$ cat config.mk
export PLATFORM = sky130hd
export DESIGN_NAME = alu_op_sequencer_flat
export DESIGN_NICKNAME = d
export VERILOG_FILES = /design/src/rtl/alu_seq_if.sv /design/src/rtl/alu_op_sequencer.sv /design/src/flat_wrapper.sv
export SDC_FILE = /design/constraint.sdc
export NUM_CORES = 1
export LEC_CHECK = 0
export BUFFER_PORTS_ARGS = -buffer_cell sky130_fd_sc_hd__buf_4
export CORE_AREA = 8 8 163 165
export DETAILED_ROUTE_END_ITERATION = 8
export DIE_AREA = 0 0 171 173
export HOLD_SLACK_MARGIN = 0.03
export PLACE_DENSITY = 0.62
export SLEW_MARGIN = 20
export SYNTH_ARGS = -nofsm -noshare
export SYNTH_HDL_FRONTEND = slang
export SYNTH_SLANG_ARGS = --single-unit
export TNS_END_PERCENT = 20
$ cat constraint.sdc
create_clock -name clk -period 2.4 [get_ports clk]
set_clock_uncertainty 0.05 [all_clocks]
set_input_delay 0.48 -clock clk [delete_from_list [all_inputs] [get_ports clk]]
set_output_delay 0.48 -clock clk [all_outputs]
set_load 0.02 [all_outputs]
$ cat src/rtl/alu_seq_if.sv
// alu_seq_if: bundle of the instruction-in handshake, the ALU drive/return path
// and the response-out handshake for alu_op_sequencer.
//   slave  : the sequencer's view (accepts instructions, drives the ALU, returns responses)
//   master : the environment's view (decode stage, ALU and writeback together)
interface alu_seq_if #(
    parameter int BITSIZE = 64
);
    logic               in_valid;
    logic               in_ready;
    logic [31:0]        instr;
    logic [BITSIZE-1:0] rn_data;
    logic [BITSIZE-1:0] rm_data;
    logic [2:0]         alu_opcode;
    logic [BITSIZE-1:0] alu_data1;
    logic [BITSIZE-1:0] alu_data2;
    logic [BITSIZE-1:0] alu_result;
    logic               alu_zero;
    logic               out_valid;
    logic               out_ready;
    logic [BITSIZE-1:0] out_result;
    logic [4:0]         out_rd;
    logic               out_wr_en;
    logic               out_z;
    logic               out_err;

    modport slave (
        input  in_valid, instr, rn_data, rm_data, alu_result, alu_zero, out_ready,
        output in_ready, alu_opcode, alu_data1, alu_data2,
               out_valid, out_result, out_rd, out_wr_en, out_z, out_err
    );

    modport master (
        output in_valid, instr, rn_data, rm_data, alu_result, alu_zero, out_ready,
        input  in_ready, alu_opcode, alu_data1, alu_data2,
               out_valid, out_result, out_rd, out_wr_en, out_z, out_err
    );
endinterface

$ cat src/rtl/alu_op_sequencer.sv
// alu_op_sequencer: accepts one LEGv8 instruction plus operands, decodes it to the
// 3-bit ALU opcode, drives the external combinational ALU for one cycle, captures
// result and zero flag, and holds a registered response until it is taken.
// FSM: IDLE -> EXEC (legal) / DONE (illegal) ; EXEC -> DONE ; DONE -(out_ready)-> IDLE.
// Optional build macro ALU_SEQ_STATS_EN adds response counters stat_ops / stat_illegal.
module alu_op_sequencer #(
    parameter int BITSIZE = 64
) (
    input  logic        clk,
    input  logic        reset_n,
    alu_seq_if.slave    bus
`ifdef ALU_SEQ_STATS_EN
    ,
    output logic [31:0] stat_ops,
    output logic [31:0] stat_illegal
`endif
);

    localparam logic [2:0] OP_AND  = 3'b000;
    localparam logic [2:0] OP_OR   = 3'b001;
    localparam logic [2:0] OP_NOT  = 3'b010;
    localparam logic [2:0] OP_MOVA = 3'b011;
    localparam logic [2:0] OP_MOVB = 3'b100;
    localparam logic [2:0] OP_ADD  = 3'b101;
    localparam logic [2:0] OP_SUB  = 3'b110;
    localparam logic [2:0] OP_MOVK = 3'b111;

    typedef enum logic [1:0] {
        S_IDLE = 2'd0,
        S_EXEC = 2'd1,
        S_DONE = 2'd2
    } state_t;

    typedef struct packed {
        logic               legal;
        logic [2:0]         op;
        logic [BITSIZE-1:0] d1;
        logic [BITSIZE-1:0] d2;
        logic               wr_en;
    } dec_t;

    // Instruction decode; first matching pattern wins. rd=XZR never writes back.
    function automatic dec_t decode(input logic [31:0]        ins,
                                    input logic [BITSIZE-1:0] rn,
                                    input logic [BITSIZE-1:0] rm);
        dec_t d;
        d.legal = 1'b1;
        d.op    = OP_MOVA;
        d.d1    = rn;
        d.d2    = rm;
        d.wr_en = 1'b1;
        if (ins[31:21] == 11'b10001010000) begin
            d.op = OP_AND;
        end else if (ins[31:21] == 11'b10101010000) begin
            d.op = OP_OR;
        end else if (ins[31:21] == 11'b10001011000) begin
            d.op = OP_ADD;
        end else if (ins[31:21] == 11'b11001011000) begin
            d.op = OP_SUB;
        end else if (ins[31:22] == 10'b1001000100) begin
            d.op = OP_ADD;
            d.d2 = {{(BITSIZE-12){1'b0}}, ins[21:10]};
        end else if (ins[31:22] == 10'b1101000100) begin
            d.op = OP_SUB;
            d.d2 = {{(BITSIZE-12){1'b0}}, ins[21:10]};
        end else if (ins[31:23] == 9'b110100101) begin
            // MOVZ: only the hw=0 (lowest halfword) form is supported
            d.op    = OP_MOVB;
            d.d2    = {{(BITSIZE-16){1'b0}}, ins[20:5]};
            d.legal = (ins[22:21] == 2'b00);
        end else if (ins[31:23] == 9'b111100101) begin
            // MOVK: ALU keeps data1[BITSIZE-1:16] and inserts data2[15:0]
            d.op    = OP_MOVK;
            d.d2    = {{(BITSIZE-16){1'b0}}, ins[20:5]};
            d.legal = (ins[22:21] == 2'b00);
        end else if (ins[31:24] == 8'b10110100) begin
            // CBZ: pass Rt through so the branch unit can use out_z
            d.op    = OP_MOVA;
            d.d2    = {BITSIZE{1'b0}};
            d.wr_en = 1'b0;
        end else begin
            d.legal = 1'b0;
        end
        if (ins[4:0] == 5'd31) begin
            d.wr_en = 1'b0;
        end else begin
            d.wr_en = d.wr_en & d.legal;
        end
        if (!d.legal) begin
            d.wr_en = 1'b0;
        end else begin
            d.wr_en = d.wr_en;
        end
        return d;
    endfunction

    state_t             state_q,    state_d;
    logic               in_ready_q, in_ready_d;
    logic [2:0]         opcode_q,   opcode_d;
    logic [BITSIZE-1:0] data1_q,    data1_d;
    logic [BITSIZE-1:0] data2_q,    data2_d;
    logic               wr_pend_q,  wr_pend_d;
    logic [4:0]         rd_q,       rd_d;
    logic               valid_q,    valid_d;
    logic [BITSIZE-1:0] result_q,   result_d;
    logic               wr_en_q,    wr_en_d;
    logic               z_q,        z_d;
    logic               err_q,      err_d;
    dec_t               dec_s;

    assign dec_s = decode(bus.instr, bus.rn_data, bus.rm_data);

    // Next-state and next-register computation for the sequencer FSM.
    always_comb begin
        state_d   = state_q;
        opcode_d  = opcode_q;
        data1_d   = data1_q;
        data2_d   = data2_q;
        wr_pend_d = wr_pend_q;
        rd_d      = rd_q;
        valid_d   = valid_q;
        result_d  = result_q;
        wr_en_d   = wr_en_q;
        z_d       = z_q;
        err_d     = err_q;
        case (state_q)
            S_IDLE: begin
                if (bus.in_valid) begin
                    rd_d = bus.instr[4:0];
                    if (dec_s.legal) begin
                        state_d   = S_EXEC;
                        opcode_d  = dec_s.op;
                        data1_d   = dec_s.d1;
                        data2_d   = dec_s.d2;
                        wr_pend_d = dec_s.wr_en;
                    end else begin
                        // illegal: skip the ALU and answer with an error response
                        state_d  = S_DONE;
                        valid_d  = 1'b1;
                        err_d    = 1'b1;
                        wr_en_d  = 1'b0;
                        z_d      = 1'b0;
                        result_d = {BITSIZE{1'b0}};
                    end
                end else begin
                    state_d = S_IDLE;
                end
            end
            S_EXEC: begin
                // ALU is combinational on the registered operands; capture now
                state_d  = S_DONE;
                valid_d  = 1'b1;
                err_d    = 1'b0;
                result_d = bus.alu_result;
                z_d      = ~bus.alu_zero;
                wr_en_d  = wr_pend_q;
            end
            S_DONE: begin
                if (bus.out_ready) begin
                    state_d = S_IDLE;
                    valid_d = 1'b0;
                end else begin
                    state_d = S_DONE;
                end
            end
            default: begin
                state_d = S_IDLE;
                valid_d = 1'b0;
            end
        endcase
        in_ready_d = (state_d == S_IDLE);
    end

    // State and datapath registers; reset discards any operation in flight.
    always_ff @(posedge clk or negedge reset_n) begin
        if (!reset_n) begin
            state_q    <= S_IDLE;
            in_ready_q <= 1'b1;
            opcode_q   <= OP_MOVA;
            data1_q    <= {BITSIZE{1'b0}};
            data2_q    <= {BITSIZE{1'b0}};
            wr_pend_q  <= 1'b0;
            rd_q       <= 5'd0;
            valid_q    <= 1'b0;
            result_q   <= {BITSIZE{1'b0}};
            wr_en_q    <= 1'b0;
            z_q        <= 1'b0;
            err_q      <= 1'b0;
        end else begin
            state_q    <= state_d;
            in_ready_q <= in_ready_d;
            opcode_q   <= opcode_d;
            data1_q    <= data1_d;
            data2_q    <= data2_d;
            wr_pend_q  <= wr_pend_d;
            rd_q       <= rd_d;
            valid_q    <= valid_d;
            result_q   <= result_d;
            wr_en_q    <= wr_en_d;
            z_q        <= z_d;
            err_q      <= err_d;
        end
    end

    assign bus.in_ready   = in_ready_q;
    assign bus.alu_opcode = opcode_q;
    assign bus.alu_data1  = data1_q;
    assign bus.alu_data2  = data2_q;
    assign bus.out_valid  = valid_q;
    assign bus.out_result = result_q;
    assign bus.out_rd     = rd_q;
    assign bus.out_wr_en  = wr_en_q;
    assign bus.out_z      = z_q;
    assign bus.out_err    = err_q;

`ifdef ALU_SEQ_STATS_EN
    logic [31:0] stat_ops_q;
    logic [31:0] stat_illegal_q;

    // Count handshaken responses, and separately the illegal ones; both wrap.
    always_ff @(posedge clk or negedge reset_n) begin
        if (!reset_n) begin
            stat_ops_q     <= 32'd0;
            stat_illegal_q <= 32'd0;
        end else if (valid_q && bus.out_ready) begin
            stat_ops_q     <= stat_ops_q + 32'd1;
            stat_illegal_q <= stat_illegal_q + {31'd0, err_q};
        end else begin
            stat_ops_q     <= stat_ops_q;
            stat_illegal_q <= stat_illegal_q;
        end
    end

    assign stat_ops     = stat_ops_q;
    assign stat_illegal = stat_illegal_q;
`endif

endmodule

$ cat src/flat_wrapper.sv
// flat-port wrapper written by rule: the top's interface ports become plain ports
module alu_op_sequencer_flat 
#(
    parameter int BITSIZE = 64
)
  (clk, reset_n, bus_in_valid, bus_instr, bus_rn_data, bus_rm_data, bus_alu_result, bus_alu_zero, bus_out_ready, bus_in_ready, bus_alu_opcode, bus_alu_data1, bus_alu_data2, bus_out_valid, bus_out_result, bus_out_rd, bus_out_wr_en, bus_out_z, bus_out_err);
  alu_seq_if #(.BITSIZE(BITSIZE)) bus_i ();
  input  logic clk;
  input  logic reset_n;
  input wire logic [$bits(bus_i.in_valid)-1:0] bus_in_valid;
  input wire logic [$bits(bus_i.instr)-1:0] bus_instr;
  input wire logic [$bits(bus_i.rn_data)-1:0] bus_rn_data;
  input wire logic [$bits(bus_i.rm_data)-1:0] bus_rm_data;
  input wire logic [$bits(bus_i.alu_result)-1:0] bus_alu_result;
  input wire logic [$bits(bus_i.alu_zero)-1:0] bus_alu_zero;
  input wire logic [$bits(bus_i.out_ready)-1:0] bus_out_ready;
  output wire logic [$bits(bus_i.in_ready)-1:0] bus_in_ready;
  output wire logic [$bits(bus_i.alu_opcode)-1:0] bus_alu_opcode;
  output wire logic [$bits(bus_i.alu_data1)-1:0] bus_alu_data1;
  output wire logic [$bits(bus_i.alu_data2)-1:0] bus_alu_data2;
  output wire logic [$bits(bus_i.out_valid)-1:0] bus_out_valid;
  output wire logic [$bits(bus_i.out_result)-1:0] bus_out_result;
  output wire logic [$bits(bus_i.out_rd)-1:0] bus_out_rd;
  output wire logic [$bits(bus_i.out_wr_en)-1:0] bus_out_wr_en;
  output wire logic [$bits(bus_i.out_z)-1:0] bus_out_z;
  output wire logic [$bits(bus_i.out_err)-1:0] bus_out_err;
  assign bus_i.in_valid = bus_in_valid;
  assign bus_i.instr = bus_instr;
  assign bus_i.rn_data = bus_rn_data;
  assign bus_i.rm_data = bus_rm_data;
  assign bus_i.alu_result = bus_alu_result;
  assign bus_i.alu_zero = bus_alu_zero;
  assign bus_i.out_ready = bus_out_ready;
  assign bus_in_ready = bus_i.in_ready;
  assign bus_alu_opcode = bus_i.alu_opcode;
  assign bus_alu_data1 = bus_i.alu_data1;
  assign bus_alu_data2 = bus_i.alu_data2;
  assign bus_out_valid = bus_i.out_valid;
  assign bus_out_result = bus_i.out_result;
  assign bus_out_rd = bus_i.out_rd;
  assign bus_out_wr_en = bus_i.out_wr_en;
  assign bus_out_z = bus_i.out_z;
  assign bus_out_err = bus_i.out_err;
  alu_op_sequencer #(.BITSIZE(BITSIZE)) u_core (.clk(clk), .reset_n(reset_n), .bus(bus_i));
endmodule
==> flow_summary.json <==
{
  "grt_pass1_vias": 6962,
  "ys_seq_area_share_pct": 66.10,
  "portBuffers": 433,
  "vias": 6439,
  "clk_pin_slew_ps": 60,
  "syn_inst": 551,
  "n_antenna_cell": 0,
  "core_sq_mm": 0.02396,
  "synth_flop_cell": "dfrtp_1",
  "start_util_pct": 32.88,
  "synth_fp_nets": 780,
  "nNetsFinal": 1240,
  "die_x_um": 171,
  "finalSetupViolCount": 0,
  "drc_errors": 0,
  "p_leak_nw": 6.811,
  "max_slew_margin_pct": 62.36,
  "critPathLaunchType": "input pin",
  "slew_viol_final": 0,
  "post-route-period-util_pct": 84.34,
  "gp_congestion": 0.8266,
  "ys_warn_count": 0,
  "routedWlPerCell_um": 20.04,
  "io_pins": 434,
  "fp.dieH_um": 173,
  "cts_max_level": 1,
  "rsz0062_at_grt": "false",
  "cp_data_required_time_ps": 2740,
  "row_count": 57,
  "hold_path_class": "in -> reg",
  "worstSetupPathType": "in -> reg",
  "clock_latency_ps": 500,
  "worstSetupEndpointType": "flip-flop",
  "antenna_found_initial": 0,
  "drive_gt1_share_pct": 57.73,
  "final_area_sq_mm": 0.01265,
  "clock-root-buffer": "clkbuf_16",
  "postCtsSetupBuffers": 0,
  "critical_path.max_fanout": 24,
  "cts_sinks": 208,
  "ys_seq_elements": 208,
  "status": "finished, final reports clean",
  "first_pass_iters": 6,
  "final_antenna_net_count": 0,
  "postSynthAreaPerCell_sq_um": 14.30,
  "syn_to_final_growth_pct": 60.56,
  "synth_enable_flop_cells": 0,
  "finalHoldViolCount": 0,
  "vdd_drop_max_mv": 0.3957,
  "drt-total-wl_um": 27110,
  "power_density_mw_per_mm2": 668.1,
  "worst_pin_slew_ps": 564.6,
  "cts_made_buffers": 24,
  "clock_tree.buffer_depth": 3,
  "placed_area_sq_mm": 0.01181,
  "syn_area_sq_mm": 0.007880,
  "timing.fmax_mhz": 494.1,
  "maxCapViolCount": 0,
  "grt_max_degree": 65,
  "cts_tree": "built",
  "via_per_inst": 4.759,
  "grt_usage_pct": 17.62,
  "postSynth.asyncResetShare_pct": 100.0,
  "grt_overflow": 0,
  "yosysUniqueCellTypes": 37,
  "drt_iter0_markers": 323,
  "post-route-util_pct": 52.80,
  "fill_cells": 2140,
  "crit_arrival_ps": 2360,
  "fp.dieArea_sq_mm": 0.02958,
  "grt_pass1_wl_um": 41590,
  "post-dp-hpwl_um": 21020,
  "period_needed_ps": 2024
}
==> cell usage after synthesis, types with 3 or more instances <==
cell | number | area (sq um)
mux2_2 | 67 | 754.5
nand3_1 | 5 | 25.02
nor3_1 | 3 | 15.01
dfrtp_1 | 205 | 5130
clkbuf_1 | 20 | 75.07
mux2_4 | 3 | 45.04
nor2_1 | 4 | 15.01
buf_2 | 15 | 75.07
nand2_1 | 25 | 93.84
a21oi_1 | 18 | 90.09
inv_1 | 3 | 11.26
dfstp_2 | 3 | 78.83
a22o_1 | 125 | 1095
o21ai_0 | 16 | 80.08
o31ai_1 | 3 | 22.52
a21o_1 | 5 | 37.54
buf_6 | 3 | 33.78
==> state kept, by name (all words and copies together), names as in the netlist <==
signal,cells
u_core.bus.in_ready,1
u_core.bus.alu_data1,64
u_core.bus.out_wr_en,1
u_core.bus.out_err,1
u_core.state_q,2
u_core.bus.out_result,64
u_core.bus.alu_opcode,3
u_core.bus.out_valid,1
u_core.bus.out_rd,5
u_core.wr_pend_q,1
u_core.bus.alu_data2,64
u_core.bus.out_z,1
==> timing repair <==
item                                   CTS  global route
gates resized for setup                  0             0
hold buffers                             1             0
endpoints found under the hold margin   54             0
==> routing by layer <==
| layer | wire (um) | GRT usage, % | part of all wire, % | up-vias |
|---|---|---|---|---|
| met2 | 13550 | 30.40 | 50 | 276 |
| met1 | 10160 | 20.38 | 37 | 3142 |
| met4 | 536 | 4.386 | 2.0 | 0 |
| li1 | - | - | - | 2987 |
| met5 | 0 | 0 | 0 | - |
| met3 | 2874 | 6.354 | 11 | 34 |
==> worst max-delay path, stage by stage <==
cell and delay [ps]:
buf_4 110, nand4bb_1 200, or3_1 340, or3_1 390
a31o_4 320, buf_4 230, mux2_2 280
==> through the flow <==
step | worst slack [ps] | hold WS (ps) | instances | setup TNS, ps | total power [W]
floorplan | -129.2 | 134.4 | 551 | -6799 | 0.004120
global placement | -140.9 | 410.9 | 1308 | -13480 | 0.004815
detailed placement | -137.2 | 420.5 | 1308 | -13520 | 0.004830
CTS | 402.9 | 61.56 | 1353 | 0 | 0.008597
global route | 288.5 | 69.60 | 1353 | 0 | 0.008806
finish | 375.9 | 94.89 | 1353 | 0 | 0.008453
==> final cells by class <==
| cell class | instances | area [sq um] | area share, % |
|---|---|---|---|
| well taps | 324 | 405.4 | 3.204 |
| repair buffers | 474 | 3692 | 29.18 |
| inverters | 3 | 11.26 | 0.08900 |
| clock buffers | 36 | 757.0 | 5.983 |
| flip-flops and latches | 208 | 5209 | 41.17 |
| clock inverters | 8 | 73.82 | 0.5835 |
| multi-input cells | 300 | 2504 | 19.79 |
==> cells by family (layout without fill, tap and decap cells) <==
logic type / Yosys count / in the layout / synth area share (%)
buffers and inverters: 43 / 521 / 2.572
AO/OA/AOI/OAI: 177 / 177 / 17.80
AND/OR/NAND/NOR: 52 / 52 / 3.271
multiplexers: 70 / 70 / 10.15
XOR/XNOR: 1 / 1 / 0.1112
flip-flops: 208 / 208 / 66.10
==> placed cells by master (no fill, tap or decap), types with 2 or more instances in the layout <==
| master | count |
|---|---|
| buf_4 | 462 |
| dfrtp_1 | 205 |
| a22o_1 | 125 |
| mux2_2 | 67 |
| nand2_1 | 25 |
| clkbuf_16 | 25 |
| a21oi_1 | 18 |
| o21ai_0 | 16 |
| clkbuf_8 | 10 |
| buf_12 | 10 |
| nand3_1 | 5 |
| clkinv_2 | 5 |
| a21o_1 | 4 |
| nor2_1 | 3 |
| inv_1 | 3 |
| o31ai_1 | 3 |
| mux2_4 | 3 |
| dfstp_2 | 3 |
| nor2b_1 | 2 |
| and3_1 | 2 |
| and2_1 | 2 |
| or3_1 | 2 |
| a21boi_0 | 2 |
| nor3_2 | 2 |
| o2bb2ai_1 | 2 |
| clkbuf_1 | 2 |
==> final timing paths <==
path | startpoint | endpoint | slack, ps | depth (start not counted)
worst max-delay path | bus_instr[26] | u_core.wr_pend_q$_DFFE_PN0P_ | 380 | 7
worst min-delay path | bus_alu_zero | u_core.bus.out_z$_DFFE_PN0P_ | 90 | 2
worst max register to register | u_core.state_q[1]$_DFF_PN0_ | u_core.bus.alu_data2[49]$_DFFE_PN0P_ | 600 | 6
worst min register to register | u_core.bus.alu_data2[11]$_DFFE_PN0P_ | u_core.bus.alu_data2[11]$_DFFE_PN0P_ | 430 | 2
max in group asynchronous | reset_n | u_core.bus.alu_opcode[0]$_DFFE_PN1P_ | 1130 | 3
min in group asynchronous | reset_n | u_core.bus.out_result[27]$_DFFE_PN0P_ | 490 | 2
==> report_power, final <==
group | total (W) | internal [W] | switching (W) | leakage (nW)
Combinational | 0.00103 | 0.000547 | 0.000486 | 3.54
Sequential | 0.00372 | 0.00365 | 0.0000737 | 2.86
Clock | 0.00370 | 0.00229 | 0.00141 | 0.415
No activity file was read; power rests on OpenSTA's default activity.
